## src/rtl/univ_shift_reg_if.sv

```systemverilog
// Purpose : bundles the control, data and status signals of univ_shift_reg.
//           The master side (controller/testbench) drives the control and
//           serial/parallel inputs; the slave side (the shift register)
//           returns q, the serial outs, the shift count and the word pulse.
// Signals :
//   sclr      synchronous clear
//   en        clock enable
//   mode      00 hold, 01 shift right, 10 shift left, 11 parallel load
//   sin_r     serial in at the MSB for shift right
//   sin_l     serial in at the LSB for shift left
//   pdin      parallel load data
//   q         register contents
//   sout_r    q[0]
//   sout_l    q[WIDTH-1]
//   shift_cnt shifts since the last reset/clear/load, saturating at WIDTH
//   word_done one-cycle pulse after the WIDTH-th shift
interface univ_shift_reg_if #(
  parameter int WIDTH = 8
);
  localparam int CW = $clog2(WIDTH + 1);

  logic             sclr;
  logic             en;
  logic [1:0]       mode;
  logic             sin_r;
  logic             sin_l;
  logic [WIDTH-1:0] pdin;
  logic [WIDTH-1:0] q;
  logic             sout_r;
  logic             sout_l;
  logic [CW-1:0]    shift_cnt;
  logic             word_done;

  modport master (
    output sclr, en, mode, sin_r, sin_l, pdin,
    input  q, sout_r, sout_l, shift_cnt, word_done
  );

  modport slave (
    input  sclr, en, mode, sin_r, sin_l, pdin,
    output q, sout_r, sout_l, shift_cnt, word_done
  );
endinterface

```

## src/rtl/univ_shift_reg.sv

```systemverilog
// Purpose : parametrised universal shift register with hold, shift right,
//           shift left and parallel load, serial in/out at both ends, a
//           saturating shift counter and a registered word-complete pulse.
// Ports   :
//   clk    rising-edge clock
//   reset  asynchronous, active-high reset
//   bus    univ_shift_reg_if slave modport (controls in, q/status out)
// Parameters:
//   WIDTH    register width, >= 2
//   RST_VAL  value loaded on reset and on sclr
module univ_shift_reg #(
  parameter int               WIDTH   = 8,
  parameter logic [WIDTH-1:0] RST_VAL = '0
) (
  input  logic                   clk,
  input  logic                   reset,
  univ_shift_reg_if.slave        bus
);
  localparam int            CW      = $clog2(WIDTH + 1);
  localparam logic [CW-1:0] CNT_MAX = CW'(WIDTH);
  localparam logic [CW-1:0] CNT_PRE = CW'(WIDTH - 1);

  logic [WIDTH-1:0] data_q, data_d;
  logic [CW-1:0]    cnt_q, cnt_d;
  logic             done_q, done_d;
  logic             shift_en;

  always_comb begin
    data_d   = data_q;
    cnt_d    = cnt_q;
    done_d   = 1'b0;   // pulse always self-clears on the next edge
    shift_en = 1'b0;
    if (bus.sclr) begin
      data_d = RST_VAL;
      cnt_d  = '0;
    end else if (bus.en) begin
      case (bus.mode)
        2'b01: begin
          data_d   = {bus.sin_r, data_q[WIDTH-1:1]};
          shift_en = 1'b1;
        end
        2'b10: begin
          data_d   = {data_q[WIDTH-2:0], bus.sin_l};
          shift_en = 1'b1;
        end
        2'b11: begin
          data_d = bus.pdin;
          cnt_d  = '0;
        end
        default: ;
      endcase
      // Only the transition into saturation fires the pulse, so a saturated
      // counter keeps shifting data silently until a load/clear re-arms it.
      if (shift_en && (cnt_q != CNT_MAX)) begin
        cnt_d  = cnt_q + CW'(1);
        done_d = (cnt_q == CNT_PRE);
      end
    end
  end

  always_ff @(posedge clk or posedge reset) begin
    if (reset) begin
      data_q <= RST_VAL;
      cnt_q  <= '0;
      done_q <= 1'b0;
    end else begin
      data_q <= data_d;
      cnt_q  <= cnt_d;
      done_q <= done_d;
    end
  end

  assign bus.q         = data_q;
  assign bus.sout_r    = data_q[0];
  assign bus.sout_l    = data_q[WIDTH-1];
  assign bus.shift_cnt = cnt_q;
  assign bus.word_done = done_q;
endmodule

```

## src/flat_wrapper.sv

```systemverilog
// flat-port wrapper written by rule: the top's interface ports become plain ports
module univ_shift_reg_flat 
#(
  parameter int               WIDTH   = 8,
  parameter logic [WIDTH-1:0] RST_VAL = '0
)
  (clk, reset, bus_sclr, bus_en, bus_mode, bus_sin_r, bus_sin_l, bus_pdin, bus_q, bus_sout_r, bus_sout_l, bus_shift_cnt, bus_word_done);
  univ_shift_reg_if #(.WIDTH(WIDTH)) bus_i ();
  input  logic clk;
  input  logic reset;
  input wire logic [$bits(bus_i.sclr)-1:0] bus_sclr;
  input wire logic [$bits(bus_i.en)-1:0] bus_en;
  input wire logic [$bits(bus_i.mode)-1:0] bus_mode;
  input wire logic [$bits(bus_i.sin_r)-1:0] bus_sin_r;
  input wire logic [$bits(bus_i.sin_l)-1:0] bus_sin_l;
  input wire logic [$bits(bus_i.pdin)-1:0] bus_pdin;
  output wire logic [$bits(bus_i.q)-1:0] bus_q;
  output wire logic [$bits(bus_i.sout_r)-1:0] bus_sout_r;
  output wire logic [$bits(bus_i.sout_l)-1:0] bus_sout_l;
  output wire logic [$bits(bus_i.shift_cnt)-1:0] bus_shift_cnt;
  output wire logic [$bits(bus_i.word_done)-1:0] bus_word_done;
  assign bus_i.sclr = bus_sclr;
  assign bus_i.en = bus_en;
  assign bus_i.mode = bus_mode;
  assign bus_i.sin_r = bus_sin_r;
  assign bus_i.sin_l = bus_sin_l;
  assign bus_i.pdin = bus_pdin;
  assign bus_q = bus_i.q;
  assign bus_sout_r = bus_i.sout_r;
  assign bus_sout_l = bus_i.sout_l;
  assign bus_shift_cnt = bus_i.shift_cnt;
  assign bus_word_done = bus_i.word_done;
  univ_shift_reg #(.WIDTH(WIDTH), .RST_VAL(RST_VAL)) u_core (.clk(clk), .reset(reset), .bus(bus_i));
endmodule
```

## config.mk

```make
export PLATFORM = sky130hd
export DESIGN_NAME = univ_shift_reg_flat
export DESIGN_NICKNAME = d
export VERILOG_FILES = /design/src/rtl/univ_shift_reg_if.sv /design/src/rtl/univ_shift_reg.sv /design/src/flat_wrapper.sv
export SDC_FILE = /design/constraint.sdc
export NUM_CORES = 1
export LEC_CHECK = 0
export ABC_AREA = 1
export CAP_MARGIN = 25
export CORE_ASPECT_RATIO = 0.7
export CORE_MARGIN = 4
export CORE_UTILIZATION = 30
export DETAILED_ROUTE_END_ITERATION = 16
export HOLD_SLACK_MARGIN = 0.02
export PLACE_DENSITY_LB_ADDON = 0.12
export REMOVE_ABC_BUFFERS = 1
export SYNTH_ARGS = -nofsm -noshare
export SYNTH_HDL_FRONTEND = slang
export SYNTH_SLANG_ARGS = --single-unit
```

## constraint.sdc

```tcl
create_clock -name clk -period 2 [get_ports clk]
set_input_delay 0.5 -clock clk [delete_from_list [all_inputs] [get_ports clk]]
set_output_delay 0.5 -clock clk [all_outputs]
set_load 0.05 [all_outputs]
```

==> impl_table.tex <==
\begin{tabular}{lr}
\hline
Metric & Value \\
\hline
\multicolumn{2}{l}{\textbf{Timing}} \\
\quad Slew Viols, Final & 0 \\
\quad Transition time of the tightest slew-check pin & between 0.5 and 0.6 ns \\
\quad Setup-failing EPs final & 0 \\
\quad Max frequency & between 0.5 and 0.6 GHz \\
\quad Smallest hold slack & 0.5281 ns \\
\quad Maximum clock skew at final layout & 0.003240 ns \\
\quad Setup total negative slack & 0 ns \\
\quad Fraction of the cycle the final worst path needs & 0.8611 \\
\quad Unrepaired setup endpoints after global routing & no \\
\quad Final critical path time including I/O delays and setup & about 1.7 ns \\
\quad Hold Violations, Final & 0 \\
\quad Headroom to the max-slew limit & 0.6538 \\
\multicolumn{2}{l}{\textbf{Routing}} \\
\quad Via count & approximately 870 \\
\quad Number of routed nets with antenna violations & 0 \\
\quad DRC marker count from the first detailed-route iteration & 55 \\
\quad Wire length per cell after detailed routing & roughly 12 um \\
\quad DRC errors left & 0 \\
\quad Routed Wire Length & $\sim$2.2 mm \\
\quad Vias per cell & $\sim$4.5 \\
\quad Initial DRT Pass Iterations & 4 \\
\multicolumn{2}{l}{\textbf{Floorplanning}} \\
\quad Core area & 0.002571 mm2 \\
\quad FP Rows & 15 \\
\quad Horizontal die dimension & approximately 70 um \\
\quad Height of the die & 52.30 um \\
\quad Boundary Pins & 31 \\
\quad Starting density of the core & 0.3270 \\
\quad Die outline area & between 0.003 and 0.004 mm2 \\
\multicolumn{2}{l}{\textbf{Clock tree}} \\
\quad Clock tree sinks & 13 \\
\quad Count of buffers added by post-CTS timing repair for setup & 0 \\
\quad Clk Latency, worst-skew pair & 0.24 ns \\
\quad Clock-pin slew on the worst setup and hold paths & about 0.06 ns \\
\quad Number of buffers created by CTS & 3 \\
\quad TritonCTS clock tree & built \\
\quad Number of gates resized after CTS & 0 \\
\quad H-tree Lvls & 1 \\
\quad CTS max path bufs & 2 \\
\quad Count of hold-fix buffers inserted at cts & 0 \\
\quad Buffer cell driving the clock tree root & clkbuf\_8 \\
\multicolumn{2}{l}{\textbf{Worst hold path}} \\
\quad Worst Hold Class & reg2reg \\
\quad Count of cells along the worst hold path & 2 \\
\multicolumn{2}{l}{\textbf{Cells and area}} \\
\quad Post-layout net count & 180 \\
\quad Total inserted antenna cells & 0 \\
\quad Most frequent cells in the layout & nand2\_1 (66), buf\_4 (19), clkdlybuf4s50\_1 (15) \\
\quad Layout cells sized above 1 & 0.1824 \\
\quad Post-route non-filler standard cell count & approximately 190 \\
\quad End-of-flow core utilization & 0.4783 \\
\quad Area growth from synthesis to layout & 46.28\% \\
\quad Commonest non-fill, non-tap cell in the layout & nand2\_1 \\
\multicolumn{2}{l}{\textbf{Synthesis}} \\
\quad Part of the Yosys area used for sequential elements & 0.3869 \\
\quad Mean post-synth cell area & 6.836 um2 \\
\quad Seq cells post-synth & 13 \\
\quad Total standard cell area after synthesis & between 800 and 900 um2 \\
\quad Synth warn & 0 \\
\quad Synthesized instance count & approximately 120 \\
\quad Distinct cells, synth & 16 \\
\multicolumn{2}{l}{\textbf{Outcome}} \\
\quad Status & finished clean \\
\multicolumn{2}{l}{\textbf{Worst setup path}} \\
\quad Startpoint of the lowest-slack register-to-register path & u\_core.bus.shift\_cnt[0] \\
\quad Critical path class & in2reg \\
\quad Cell count of the worst reg-to-reg path & 8 \\
\quad Startpoint class of the critical path & input pin \\
\quad Endpoint type of the worst setup path & flop \\
\quad Launching instance or port of the critical path & bus\_mode[0] \\
\quad Terminus of the critical flop-to-flop path & u\_core.bus.shift\_cnt[0] \\
\quad CP Capture Point & u\_core.bus.shift\_cnt[0] \\
\quad Reg-to-reg slack, setup & approximately 0.62 ns \\
\quad Data required time at the worst endpoint & around 2.1 ns \\
\quad Arrival @ worst endpoint & 1.85 ns \\
\quad Maximum fanout along the worst path & 4 \\
\multicolumn{2}{l}{\textbf{Place}} \\
\quad Final RePlAce weighted congestion & 0.7762 \\
\quad Estimated wirelength of the detail-placed design & approximately 1.7 mm \\
\quad Number of buffers inserted by port buffering & 30 \\
\quad Number of instances in the placed design & between 150 and 200 \\
\multicolumn{2}{l}{\textbf{GRT}} \\
\quad Number of antenna violations at the first check in global routing & 0 \\
\quad Remaining global-route overflow & 0 \\
\quad Global-route wire length before repair & between 3 and 4 mm \\
\quad Maximum number of pins on one net before global-route repair & 14 \\
\quad Global-route usage over all layers & 0.1240 \\
\quad Number of global-route vias before repair & 812 \\
\multicolumn{2}{l}{\textbf{Power and ir drop}} \\
\quad Static leakage & approximately 0.66 nW \\
\quad Pwr dens & around 650 mW/mm2 \\
\quad IR drop worst, VDD & 0.0003621 V \\
\multicolumn{2}{l}{\textbf{Flow run}} \\
\quad Max-cap violations & 0 \\
\hline
\end{tabular}
-- metrics by stage --
step,area (um2),setup WS [ns],power (mW)
CTS,1230,0.2707,0.8069
detailed placement,1185,0.02372,0.5677
global placement,1185,0.09284,0.5654
floorplan,809.5,0.4507,0.4542
global route,1230,0.1668,0.8414
finish,1230,0.2778,0.7960
-- area by class of cell --
cell class | count | area [um2]
clock buffers | 4 | 45.04
well taps | 34 | 42.54
multi-input cells | 95 | 442.9
inverters | 11 | 41.29
fillers | 258 | 1341
flip-flops and latches | 13 | 325.3
repair buffers | 36 | 332.8
-- critical path: stages --
cell and delay [ns]:
clkdlybuf4s50_1 0.48, inv_1 0.05, ha_1 0.31, inv_1 0.08, nand2_1 0.11, nand2_1 0.08
nand2_1 0.10, nand2_1 0.09, nand2_1 0.05
-- where the power goes --
group          switching, mW  leakage (nW)  internal (mW)  total (mW)
sequential            0.0213         0.177          0.281       0.302
combinational          0.160         0.456         0.0992       0.260
clock                 0.0936        0.0228          0.141       0.234
total                  0.275         0.656          0.521       0.796
-- routing by layer --
metal  wire, um  track usage  vias to the layer above
met5          0            0                        -
met1       1117       0.1772                      381
met2        905       0.1784                       36
met3        216      0.04215                        0
met4          0      0.02813                        0
li1           -            -                      452
-- Yosys cell counts (all sizes together) --
cell type	number	area share
ha	4	0.060
buf	4	0.037
nand3	11	0.065
inv	11	0.049
dfrtp	13	0.39
nand4	4	0.030
nor3	1	0.0059
a21oi	1	0.0059
nor2	6	0.045
nand2	68	0.32
-- cell families (layout without fill, tap and decap cells) --
kind of cell	Yosys count	in the layout	synth area share
compound gates	1	1	0.005947
simple gates	90	90	0.4613
fa+ha+maj	4	4	0.05953
flops	13	13	0.3869
buf+inv	15	51	0.08630
-- registers in the layout, summed over array words and instances, names as in the netlist --
register / flops
u_core.bus.q: 8
u_core.bus.shift_cnt: 4
u_core.bus.word_done: 1
-- worst min path at each step --
stage	endpoint	start	slack (ns)
floorplan	u_core.bus.q[0]	reset	0.38
global placement	u_core.bus.q[1]	u_core.bus.q[1]	0.51
detailed placement	u_core.bus.q[0]	u_core.bus.q[0]	0.52
CTS	u_core.bus.q[0]	u_core.bus.q[0]	0.53
global route	u_core.bus.q[1]	u_core.bus.q[1]	0.56
finish	u_core.bus.q[0]	u_core.bus.q[0]	0.53
Power figures use the tool's default switching activity.
==> variant 1: new RTL, same flow settings <==
`WIDTH` is set to 8 in 3 places; all go to 16.
--- a/src/rtl/univ_shift_reg_if.sv
+++ b/src/rtl/univ_shift_reg_if.sv
@@ -17,3 +17,3 @@
 interface univ_shift_reg_if #(
-  parameter int WIDTH = 8
+  parameter int WIDTH = 16
 );
--- a/src/rtl/univ_shift_reg.sv
+++ b/src/rtl/univ_shift_reg.sv
@@ -11,3 +11,3 @@
 module univ_shift_reg #(
-  parameter int               WIDTH   = 8,
+  parameter int               WIDTH   = 16,
   parameter logic [WIDTH-1:0] RST_VAL = '0
--- a/src/flat_wrapper.sv
+++ b/src/flat_wrapper.sv
@@ -3,3 +3,3 @@
 #(
-  parameter int               WIDTH   = 8,
+  parameter int               WIDTH   = 16,
   parameter logic [WIDTH-1:0] RST_VAL = '0
Ports: changed (resized bus_pdin, bus_q and bus_shift_cnt); port bits go from 31 to 48. The function was not compared with the original's and may differ.
==> variant 1 against the original RTL <==
- routed wire length rose by 69%
- critical endpoint is now u_core.bus.q[1]
- final cell count grew 59%
- critical path depth down 1
- total power grew 50%
- worst setup slack got worse by 41 ps
- sequential cell count is 9 higher
- design area is 56% higher
- area after synthesis rose by 64%
==> variant 1: results (changes against the original RTL) <==
| Metric | Value |
|---|---|
| Distinct cells, synth | `18 (was 16)` |
| Worst-Margin Slew | `391.2 ps (was 518.8 ps)` |
| Critical Path AT | `1970 ps (was 1850 ps)` |
| Detail Placement HPWL | `2.812 mm (was 1.711 mm)` |
| Share of layout cells above drive strength 1 | `0.1706 (was 0.1824)` |
| Initial antenna violation count | `0 (unchanged)` |
| YS warnings | `0 (unchanged)` |
| Post-synthesis xor/xnor area fraction | `0.006369 (was 0)` |
| Maximum clock path buffer count | `2 (unchanged)` |
| Post_cts resized | `0 (unchanged)` |
| Register area share after synthesis | `0.4004 (was 0.3869)` |
| Via count of the first global-routing pass | `1275 (was 812)` |
| Largest register FFs | `16 (was 8)` |
| Tot GR Track Use | `0.1381 (was 0.1240)` |
| Mux cell area share after synthesis | `0 (unchanged)` |
| Leak pwr | `1.021 nW (was 0.6558 nW)` |
| Largest net degree at the start of global routing | `23 (was 14)` |
| HP Start | `u_core.bus.q[4] (was u_core.bus.q[0])` |
| Clk pwr | `0.281 mW (was 0.234 mW)` |
| Min Hold Slack | `520.0 ps (was 528.1 ps)` |
| Clk slew on worst S/H paths | `80 ps (was 60 ps)` |
| Status | `finished, final reports clean (unchanged)` |
| Global-route wire length before repair | `6.175 mm (was 3.657 mm)` |
| Post-DP Area | `1874 um^2 (was 1185 um^2)` |
| Iteration-0 DRC count of the detailed router | `93 (was 55)` |
| Post-CTS Repair Setup Buffers | `0 (unchanged)` |
| Synth Area in Compound Gates | `0.02548 (was 0.005952)` |
| Worst IR drop on VDD | `0.3329 mV (was 0.3621 mV)` |
| Post-synthesis adder-cell area fraction | `0.04550 (was 0.05952)` |
| Slowest CP cell | `clkdlybuf4s50_1 (unchanged)` |
| Antenna cells | `0 (unchanged)` |
| Grt ovf | `0 (unchanged)` |
| Synth cell count leaders | `100 x nand2_1, 28 x nand3_1, 22 x dfrtp_1 (was 66 x nand2_1, 13 x dfrtp_1, 11 x nand3_1)` |
| Final GP Congestion | `0.8196 (was 0.7762)` |
| Max FO, Critical Path | `16 (was 4)` |
| TritonRoute pass-1 iters | `4 (unchanged)` |
| CP delay by family, top | `simple AND/OR/NAND/NOR gates (was buffers and inverters)` |
| Total net switching power | `0.4359 mW (was 0.2753 mW)` |
| CP peak stage delay | `480 ps (about the same)` |
| Final Skew | `2.542 ps (was 3.240 ps)` |
| Final #Nets | `283 (was 180)` |
| P_seq | `0.512 mW (was 0.302 mW)` |
| Total wire length | `3.777 mm (was 2.240 mm)` |
| Worst R2R Setup Slack | `540 ps (was 620 ps)` |
| Routed via count | `1394 (was 869)` |
| Largest cells by area after synthesis | `dfrtp_1 40%, nand2_1 27%, nand3_1 10% (was dfrtp_1 39%, nand2_1 29%, nand3_1 6.5%)` |
| Worst flop-to-flop path startpoint | `u_core.bus.shift_cnt[0] (unchanged)` |
| Later-pin clock latency in the skew report | `260 ps (was 240 ps)` |
| Min-delay worst type | `register to register (unchanged)` |
| I/O Buffers | `47 (was 30)` |
==> variant 1: changes by cell type in the layout (fill, tap and decap cells not counted), sizes merged <==
cell / change
inv: +5
clkbuf: -1
clkdlybuf4s50: +8
ha: +1
nand2: +34
xnor2: +1
nand3: +17
nor2: +2
dfrtp: +9
nor3: -1
buf: +14
o211ai: +4
==> variant 1: cell type report <==
class                   instances  area [um^2]
well taps                      55        68.82
fillers                       453         2464
inverters                      16        60.06
flip-flops and latches         22        550.5
repair buffers                 58        493.0
clock buffers                   3        41.29
multi-input cells             153        701.9
==> variant 1: per-stage QoR <==
step                      setup TNS [ps]  std cells    util  worst slack (ps)  power (mW)
after floorplan                        0        191       -             326.5      0.7536
after global placement            -606.0        304  0.4280            -47.99      0.9226
after detailed placement          -566.3        304  0.4280            -46.66      0.9214
after CTS                              0        307  0.4374             230.8       1.205
after global routing                   0        307  0.4374             126.3       1.260
final                                  0        307  0.4374             236.8       1.191
==> variant 1: per-layer routing <==
| metal | global-route usage | vias to the layer above | share of wire |
|---|---|---|---|
| met2 | 0.1852 | 41 | 0.40 |
| li1 | - | 735 | - |
| met3 | 0.04574 | 2 | 0.074 |
| met4 | 0.02264 | 0 | 0.0048 |
| met1 | 0.2134 | 616 | 0.52 |
| met5 | 0 | - | 0 |
==> variant 1: worst paths after layout <==
| check | to | depth (start not counted) |
|---|---|---|
| setup / recovery | u_core.bus.q[1] | 8 |
| hold / removal | u_core.bus.q[4] | 2 |
| setup reg to reg | u_core.bus.shift_cnt[4] | 10 |
| hold reg to reg | u_core.bus.q[4] | 2 |
| max in group asynchronous | u_core.bus.q[8] | 3 |
| min in group asynchronous | u_core.bus.q[3] | 3 |
==> variant 1: worst min-delay path: stages, from the launching register on <==
cell and delay, ps:
dfrtp_1 380, nand2_1 60, nand2_1 50
==> variant 2: new RTL, same settings <==
Without the edit above. Make the reset (`reset`) synchronous in one clocked block. Comments in the files are not updated.
--- a/src/rtl/univ_shift_reg.sv
+++ b/src/rtl/univ_shift_reg.sv
@@ -60,3 +60,3 @@
 
-  always_ff @(posedge clk or posedge reset) begin
+  always_ff @(posedge clk) begin
     if (reset) begin
Formal check against the unedited RTL: differs if reset is asserted again (counterexample within 4 cycles, from zero or initial values and one cycle with reset high); with reset held inactive, the same outputs for 10 cycles.
==> variant 2 against the original RTL <==
- design area is 14% lower
- worst setup slack better by 68 ps
- area after synthesis decreased by 11%
- critical endpoint is now u_core.bus.q[0]
- die area is 9.3% lower
- sequential cell count unchanged
- highest routed layer unchanged
- routed wire length fell by 10%
- clock skew grew 4.0 ps
- total power down 27%
==> variant 2: results (changes against the original RTL) <==
| Metric | Value |
|---|---|
| Sequential cell area share | `0.2464 (was 0.2645)` |
| Final GP Congestion | `0.7506 (was 0.7762)` |
| Metal3 WL | `219 um (was 216 um)` |
| Register area share after synthesis | `0.3467 (was 0.3869)` |
| Synth Area in Compound Gates | `0.2167 (was 0.005952)` |
| Footprint of the multi-input gates | `410.4 um^2 (was 442.9 um^2)` |
| Tot GR Track Use | `0.1261 (was 0.1240)` |
| Clk cell area share | `0.02488 (was 0.03662)` |
| M1 wire length | `1.022 mm (was 1.117 mm)` |
| Synthesized instance count | `102 (was 123)` |
| Routed via count | `760 (was 869)` |
| CTS root buffer | `clkbuf_4 (was clkbuf_8)` |
| Largest net degree at the start of global routing | `12 (was 14)` |
| Total wire length | `2.013 mm (was 2.240 mm)` |
| Vias/cell | `4.606 (was 4.503)` |
| Later-pin clock latency in the skew report | `280 ps (was 240 ps)` |
| Status | `finished, final reports clean (unchanged)` |
| Global-route wire length before repair | `3.263 mm (was 3.657 mm)` |
| Detail Placement HPWL | `1.516 mm (was 1.711 mm)` |
| Met2 routed WL | `772 um (was 905 um)` |
| N_taps | `32 (was 34)` |
| Synth cell count leaders | `27 x nand2_1, 13 x dfxtp_1, 10 x a21oi_1 (was 66 x nand2_1, 13 x dfrtp_1, 11 x nand3_1)` |
| Share of layout cells above drive strength 1 | `0.2105 (was 0.1824)` |
| Clk slew on worst S/H paths | `90 ps (was 60 ps)` |
| Worst IR drop on VDD | `0.2644 mV (was 0.3621 mV)` |
| Non-clk bufs | `32 (was 36)` |
## variant 2: cell types whose count changed in the layout (fill, tap and decap cells not counted), sizes merged, moves of 2 or more
cell	change
a21oi	+11
a31oi	+8
buf	-4
dfrtp	-13
dfxtp	+13
nand2	-40
nand3	-6
nand4	-3
nor2	-2
o21ai	+9
## variant 2: power by group through the flow
stage                     sequential (mW)  clock [mW]  combinational, mW
after floorplan                     0.310           0             0.0496
after global placement              0.280           0              0.142
after detailed placement            0.280           0              0.142
after CTS                           0.274       0.174              0.143
after global routing                0.276       0.192              0.154
final                               0.274       0.167              0.142
## variant 2: worst paths after layout
kind / endpoint / from / slack (ps) / cells past startpoint
worst min-delay path: u_core.bus.q[5] / u_core.bus.q[4] / 510 / 2
worst max register to register: u_core.bus.shift_cnt[0] / u_core.bus.shift_cnt[0] / 830 / 6
worst min register to register: u_core.bus.q[5] / u_core.bus.q[4] / 510 / 2
worst max-delay path: u_core.bus.q[0] / bus_mode[0] / 350 / 6
